==> src/rtl/tag_release_buffer.sv <==
// tag_release_buffer: circular buffer between the commit stage and the tag
// free list. Accepts up to two freed tags per cycle (slot 0 older) and
// returns them one per cycle, in commit order, whenever the free list has room.
module tag_release_buffer #(
    parameter int DEPTH = 8
) (
    input  logic       clk,
    input  logic       reset_n,
    input  logic       rel_valid_0,
    input  logic [7:0] rel_tag_0,
    input  logic       rel_valid_1,
    input  logic [7:0] rel_tag_1,
    output logic       rel_ready,
    input  logic [7:0] fl_freespace,
    output logic       write_tag,
    output logic [7:0] write_tag_source,
    output logic [7:0] num_pending,
    output logic       overflow
);

    localparam int         PTR_W   = $clog2(DEPTH);
    localparam logic [8:0] DEPTH_L = 9'(DEPTH);

    logic [7:0] entries [DEPTH];
    logic [7:0] head;
    logic [7:0] tail;
    logic [7:0] count;

    logic [8:0] space;
    logic [1:0] n_valid;
    logic [1:0] accepted;
    logic [7:0] first_tag;
    logic [7:0] tail_p1;
    logic       dropped;
    logic       pop;

    // Pointer advance by 0..2 with wrap; p < DEPTH and n <= 2 keep the sum
    // below 2*DEPTH, so a single conditional subtract is enough.
    function automatic logic [7:0] ptr_add(input logic [7:0] p, input logic [1:0] n);
        logic [8:0] s;
        s = {1'b0, p} + {7'b0, n};
        if (s >= DEPTH_L) begin
            s = s - DEPTH_L;
        end
        return s[7:0];
    endfunction

    // Accept/drop decision uses the registered count, before any pop this cycle.
    always_comb begin
        space     = DEPTH_L - {1'b0, count};
        n_valid   = {1'b0, rel_valid_0} + {1'b0, rel_valid_1};
        accepted  = n_valid;
        if ({7'b0, n_valid} > space) begin
            accepted = space[1:0];
        end
        dropped   = (accepted != n_valid);
        first_tag = rel_valid_0 ? rel_tag_0 : rel_tag_1;
        tail_p1   = ptr_add(tail, 2'd1);
        pop       = (count != 8'd0) && (fl_freespace != 8'd0);
    end

    assign write_tag        = pop;
    assign write_tag_source = (count != 8'd0) ? entries[head[PTR_W-1:0]] : 8'h00;
    assign rel_ready        = (space >= 9'd2);
    assign num_pending      = count;

    // Control state: pointers, occupancy and the sticky overflow flag.
    always_ff @(posedge clk) begin
        if (!reset_n) begin
            head     <= 8'd0;
            tail     <= 8'd0;
            count    <= 8'd0;
            overflow <= 1'b0;
        end else begin
            tail  <= ptr_add(tail, accepted);
            head  <= pop ? ptr_add(head, 2'd1) : head;
            count <= count + {6'b0, accepted} - {7'b0, pop};
            if (dropped) begin
                overflow <= 1'b1;
            end
        end
    end

    // Tag storage: compacted writes at tail and tail+1; not reset.
    always_ff @(posedge clk) begin
        if (reset_n) begin
            if (accepted != 2'd0) begin
                entries[tail[PTR_W-1:0]] <= first_tag;
            end
            if (accepted == 2'd2) begin
                entries[tail_p1[PTR_W-1:0]] <= rel_tag_1;
            end
        end
    end

endmodule

==> config.mk <==
export PLATFORM = sky130hd
export DESIGN_NAME = tag_release_buffer
export DESIGN_NICKNAME = d
export VERILOG_FILES = /design/src/rtl/tag_release_buffer.sv
export SDC_FILE = /design/constraint.sdc
export NUM_CORES = 1
export LEC_CHECK = 0
export CORE_MARGIN = 2
export CORE_UTILIZATION = 40
export DETAILED_ROUTE_END_ITERATION = 7
export PLACE_DENSITY_LB_ADDON = 0.08
export SYNTH_ARGS = -nofsm -noshare
export SYNTH_HDL_FRONTEND = slang
export SYNTH_SLANG_ARGS = --single-unit
==> constraint.sdc <==
create_clock -name clk -period 4.33 [get_ports clk]
set_input_delay 0.6495 -clock clk [delete_from_list [all_inputs] [get_ports clk]]
set_output_delay 0.6495 -clock clk [all_outputs]
set_load 0.05 [all_outputs]
==> reports/qor.yml, run 1 <==
power_and_ir_drop:
  p_int_uw: 2100
  power_uw: 3480
  vdd_drop_max_mv: 0.239
  p_clk_frac: 0.218
  power_switching_uw: 1370
  p_per_area_mw_per_mm2: 584
  swShare: 0.395
  p_comb_frac: 0.479
  p_leak_uw: 0.00216
  p_seq_frac: 0.304
floorplan:
  start_util: 0.414
  die_w_microns: 113
  num_rows: 39
  die_area_sq_mm: 0.0128
  coreArea_sq_mm: 0.0115
  fp.dieH_microns: 113
  io_pins: 47
synth:
  avgSynthCellArea_sq_um: 13.4
  synth_ff_type: "edfxtp_1"
  yosysSeqAreaShare: 0.478
  syn-num-nets: 407
  synth_cell_types: 43
  synth_area_sq_mm: 0.00477
  synth_top_area_share: 0.403
  yosysWarnings: 0
  async_reset_ff_frac: 0
  synth_seq_cells: 82
  synth_edf_count: 64
  ys_top_cells_by_count: "mux2_2, edfxtp_1, inv_1, nor2_1, ha_1"
  yosysMostFrequentCell: "mux2_2"
  synth_area_leader_cell: "edfxtp_1"
  postSynthCellCount: 355
  synth_area_leaders: "edfxtp_1, mux2_2, dfxtp_1"
timing:
  fmax_mhz: 254
  setup_violations: 0
  fin_setup_tns_ns: 0
  rsz0062_at_grt: "no"
  tightest_slew_ns: 0.909
  clock_skew_ns: 0.00826
  hold_viol: 0
  setup_slack_ns: 0.395
  maxSlewViolCount: 0
  period_needed_ns: 3.94
  slew_headroom: 0.392
  min_period_over_period: 0.909
  holdWs_ns: 0.520
min_path:
  hp-class: "reg -> reg"
  hp-start: "overflow"
global_routing:
  antenna_found_initial: 0
  track_usage: 0.193
  grt_start_max_net_pins: 17
  first_global_vias: 3267
  grt_pass1_wl_microns: 18400
  overflow: 0
clocking:
  clock-root-buffer: "clkbuf_16"
  cts_setup_buffers: 0
  h-tree-depth: 3
  clkTransAtPathRegs_ns: 0.06
  insertion_delay_ns: 0.34
  clock-sinks: 82
  cts_buffers: 9
  cts_tree: "done"
  clock_path_buffers: 2
outcome:
  status: "finished, violations left"
  violations: "design-rule violations"
placed_design:
  place_congestion: 0.757
  numPortBuffers: 46
  hpwl_microns: 8160
  place_ws_ns: 0.0268
  placed_area_sq_mm: 0.00565
setup_path:
  crit_path_end_kind: "flop"
  start_kind: "input pin"
  worstReg2RegStart: "num_pending[4]"
  required_ns: 4.59
  crit_arrival_ns: 4.20
  crit_fanout: 4
  critPathLaunch: "rel_valid_0"
  timing.setup.critical_path_class: "in -> reg"
finish:
  multi_input_area_sq_mm: 0.00239
  syn_to_final_growth_pct: 24.6
  nets: 484
  fillers: 998
  postLayoutCellArea_sq_mm: 0.00595
  drive_above_1_share: 0.343
  num_antenna_cells: 0
  regArea_sq_mm: 0.00228
detailed_routing:
  firstDrtPassIters: 6
  drt_iter0_markers: 166
  post_drt_wl_per_cell_microns: 19.9
  drcViolationCount: 4
  num_vias: 3128
  wirelength_microns: 11500
  routed_via_density: 5.39
  ant_nets: 0
flow_run:
  maxCapViolCount: 0
area by class of cell:
| type | count | area share |
|---|---|---|
| Tap cell | 143 | 0.0301 |
| Sequential cell | 82 | 0.384 |
| Timing Repair Buffer | 77 | 0.119 |
| Clock buffer | 9 | 0.0379 |
| Multi-Input combinational cell | 237 | 0.403 |
| Inverter | 25 | 0.0158 |
| Clock inverter | 7 | 0.0114 |
cell usage in the layout, fill, tap and decap left out, types with 3 or more instances in the layout:
cell type | Yosys | routed
mux2_2 | 72 | 72
edfxtp_1 | 64 | 64
clkdlybuf4s50_1 | 0 | 46
buf_4 | 0 | 30
inv_1 | 25 | 25
nor2_1 | 24 | 24
ha_1 | 22 | 22
dfxtp_1 | 18 | 17
mux4_2 | 16 | 16
a21oi_1 | 12 | 11
mux2i_1 | 11 | 11
nand2_1 | 9 | 9
clkbuf_16 | 0 | 9
xnor2_1 | 7 | 7
o21bai_1 | 6 | 6
nand4_1 | 6 | 6
xor2_1 | 5 | 5
nor4_1 | 3 | 3
nor3_1 | 3 | 3
nand2b_1 | 3 | 3
and2_1 | 3 | 3
or3_1 | 3 | 3
o41ai_2 | 0 | 3
o21ai_0 | 3 | 3
timing repair:
action                     in CTS  in global routing
resized for setup               0                  3
hold buffers                    0                  0
setup endpoints to repair       0                  2
final timing paths:
kind / to / slack, ns / depth (start not counted)
setup / recovery: num_pending[7] / 0.39 / 17
hold / removal: overflow / 0.52 / 2
setup reg to reg: num_pending[7] / 0.45 / 16
hold reg to reg: overflow / 0.52 / 2
cells by family (layout without fill, tap and decap cells):
logic type,Yosys count,after routing,share of synthesized area
xor gates and xnor gates,12,12,0.0220
buffers and inverters,36,118,0.0299
and+or+nand+nor,60,60,0.0645
muxes,99,99,0.268
DFF,82,82,0.478
AOI/OAI and AO/OA,42,42,0.0710
adders and majority gates,24,24,0.0661
metal layers:
metal | part of all wire | track usage | vias to the layer above | wire [microns]
met1 | 0.46 | 0.265 | 1545 | 5300
li1 | - | - | 1507 | -
met4 | 0.0096 | 0.0472 | 0 | 111
met2 | 0.48 | 0.319 | 65 | 5500
met3 | 0.054 | 0.0370 | 11 | 621
met5 | 0 | 0 | - | 0
critical path: stages:
cell,delay [ns]
clkdlybuf4s50_1,0.43
ha_1,0.31
inv_1,0.06
ha_1,0.27
nand2_1,0.06
o21ai_1,0.11
nor2_1,0.20
mux2i_1,0.29
ha_1,0.31
inv_1,0.07
ha_1,0.23
a21o_1,0.16
a21oi_1,0.21
o21bai_1,0.11
a2111oi_1,0.41
a211o_1,0.17
mux2i_1,0.17
state kept, by name, indices dropped and copies added, names as in the netlist, named ones only:
register     count
entries         64
head             3
num_pending      8
overflow         1
tail             3
metrics by stage:
stage / utilization / instances
after floorplan: - / 355
after global placement: 0.491 / 564
after detailed placement: 0.491 / 564
after CTS: 0.516 / 580
final: 0.517 / 580
after global routing: 0.517 / 580
power groups by stage:
stage	clock, uW	sequential [uW]	combinational [uW]
4_1_cts	774	1060	1670
6_report	757	1060	1660
5_1_grt	809	1080	1810
2_1_floorplan	0	1120	1110
3_5_place_dp	0	1080	1660
3_3_place_gp	0	1070	1650
(Power assumes the default switching activity.)
==> run 2, diff against run 1 <==
==> constraint.sdc (replaced) <==
create_clock -name clk -period 4.33 [get_ports clk]
set_input_delay 1.299 -clock clk [delete_from_list [all_inputs] [get_ports clk]]
set_output_delay 1.299 -clock clk [all_outputs]
set_load 0.05 [all_outputs]
==> reports/qor.yml, run 2 (synthesis results as in run 1) <==
outcome:
  status: "finished, violations left"  # unchanged
  violations: "design-rule violations"  # unchanged
clocking:
  cts_tree: "done"  # unchanged
  clock-sinks: 82  # unchanged
  cts_hold_buffers: 0  # unchanged
  insertion_delay_ns: 0.34  # about the same
  clock_path_buffers: 2  # unchanged
  h-tree-depth: 3  # unchanged
  clkTransAtPathRegs_ns: 0.06  # about the same
  clock-root-buffer: "clkbuf_16"  # unchanged
  cts_buffers: 9  # unchanged
timing:
  fmax_mhz: 243  # was 254 MHz
  clock_skew_ns: 0.00372  # was 0.00826 ns
  period_needed_ns: 4.11  # was 3.94 ns
  min_period_over_period: 0.950  # was 0.909
  tightest_slew_ns: 0.798  # was 0.909 ns
  hold_viol: 0  # unchanged
  rsz0062_at_grt: "no"  # unchanged
  holdWs_ns: 0.515  # was 0.520 ns
  fin_setup_tns_ns: 0  # unchanged
  setup_violations: 0  # unchanged
  maxSlewViolCount: 0  # unchanged
  slew_headroom: 0.466  # was 0.392
detailed_routing:
  drcViolationCount: 3  # was 4
  ant_nets: 0  # unchanged
  wirelength_microns: 11300  # was 11500 microns
  firstDrtPassIters: 6  # unchanged
  routed_via_density: 5.29  # was 5.39
  drt_iter0_markers: 198  # was 166
  num_vias: 3171  # was 3128
  post_drt_wl_per_cell_microns: 18.8  # was 19.9 microns
floorplan:
  coreArea_sq_mm: 0.0115  # unchanged
  io_pins: 47  # unchanged
  die_area_sq_mm: 0.0128  # unchanged
  fp.dieH_microns: 113  # unchanged
  start_util: 0.414  # unchanged
  num_rows: 39  # unchanged
  die_w_microns: 113  # unchanged
global_routing:
  track_usage: 0.187  # was 0.193
  first_global_vias: 3259  # was 3267
  grt_pass1_wl_microns: 17800  # was 18400 microns
  overflow: 0  # unchanged
  antenna_found_initial: 0  # unchanged
  grt_start_max_net_pins: 17  # unchanged
setup_path:
  crit_path_end_kind: "output port"  # was flop
  timing.setup.critical_path_class: "in -> out"  # was in -> reg
  start_kind: "input pin"  # unchanged
  crit_fanout: 6  # was 4
  required_ns: 3.03  # was 4.59 ns
  crit_arrival_ns: 2.82  # was 4.20 ns
finish:
  drive_above_1_share: 0.398  # was 0.343
  largest_reg_flops: 64  # unchanged
  multi_input_area_sq_mm: 0.00243  # was 0.00239 sq mm
  syn_to_final_growth_pct: 28.9  # was 24.6%
  regArea_sq_mm: 0.00228  # about the same
  nets: 504  # was 484
  mostFrequentLayoutCells: "mux2_2, edfxtp_1, buf_4"  # was mux2_2, edfxtp_1, clkdlybuf4s50_1
  final_common_cell: "mux2_2"  # unchanged
  fillers: 1012  # was 998
  num_antenna_cells: 0  # unchanged
placed_design:
  hpwl_microns: 8390  # was 8160 microns
  numPortBuffers: 46  # unchanged
  place_congestion: 0.801  # was 0.757
power_and_ir_drop:
  p_per_area_mw_per_mm2: 576  # was 584 mW/mm^2
  p_leak_uw: 0.00228  # was 0.00216 uW
  power_uw: 3540  # was 3480 uW
  vdd_drop_max_mv: 0.258  # was 0.239 mV
flow_run:
  maxCapViolCount: 0  # unchanged
min_path:
  hp-class: "reg -> reg"  # unchanged
-- run 2: timing repair --
| item | CTS | global route |
|---|---|---|
| setup buffers | 1 | 2 |
| endpoints found under the setup margin | 18 | 19 |
| gates resized for setup | 5 | 9 |
| pin swaps | 2 | 7 |
-- run 2: layer usage --
layer  wire (microns)  part of all wire  global-route usage
met1             5380              0.48               0.254
met2             5400              0.48               0.306
met3              401             0.036              0.0434
met4               75            0.0067              0.0415
met5                0                 0                   0
-- run 2: stage by stage --
stage,cells,utilization,cell area (sq um),setup WS [ns]
after global placement,581,0.503,5790,-0.412
after CTS,598,0.530,6100,-0.0262
after global routing,600,0.534,6150,0.153
after detailed placement,581,0.503,5790,-0.451
final,600,0.534,6150,0.216
after floorplan,355,-,4780,0.0267
-- run 2: final cells by class --
type,instances,share of cell area
Timing Repair Buffer,97,0.144
Sequential cell,82,0.371
Inverter,25,0.0153
Multi-Input combinational cell,237,0.395
Clock inverter,4,0.00407
Clock buffer,12,0.0417
Tap cell,143,0.0291
-- run 2: critical path, cell delays in order --
cell             delay, ns
clkdlybuf4s50_1       0.47
nor4_1                0.05
a21oi_1               0.60
buf_4                 0.25
buf_12                0.13
-- run 2: final timing paths --
path	end	start	depth (start not counted)	slack (ns)
max	write_tag	fl_freespace[1]	5	0.22
min	overflow	overflow	2	0.52
max reg2reg	num_pending[6]	num_pending[4]	16	0.69
min reg2reg	overflow	overflow	2	0.52
-- run 2: power by group --
group | switching, uW | internal (uW)
clock | 302 | 419
combinational | 989 | 783
sequential | 98.6 | 953
total | 1390 | 2150
==> run 3, diff against run 2 <==
- CTS_CLUSTER_DIAMETER: unset -> 50
==> results of run 3 <==
The final DEF is identical to that of run 2; final timing and power are the same.
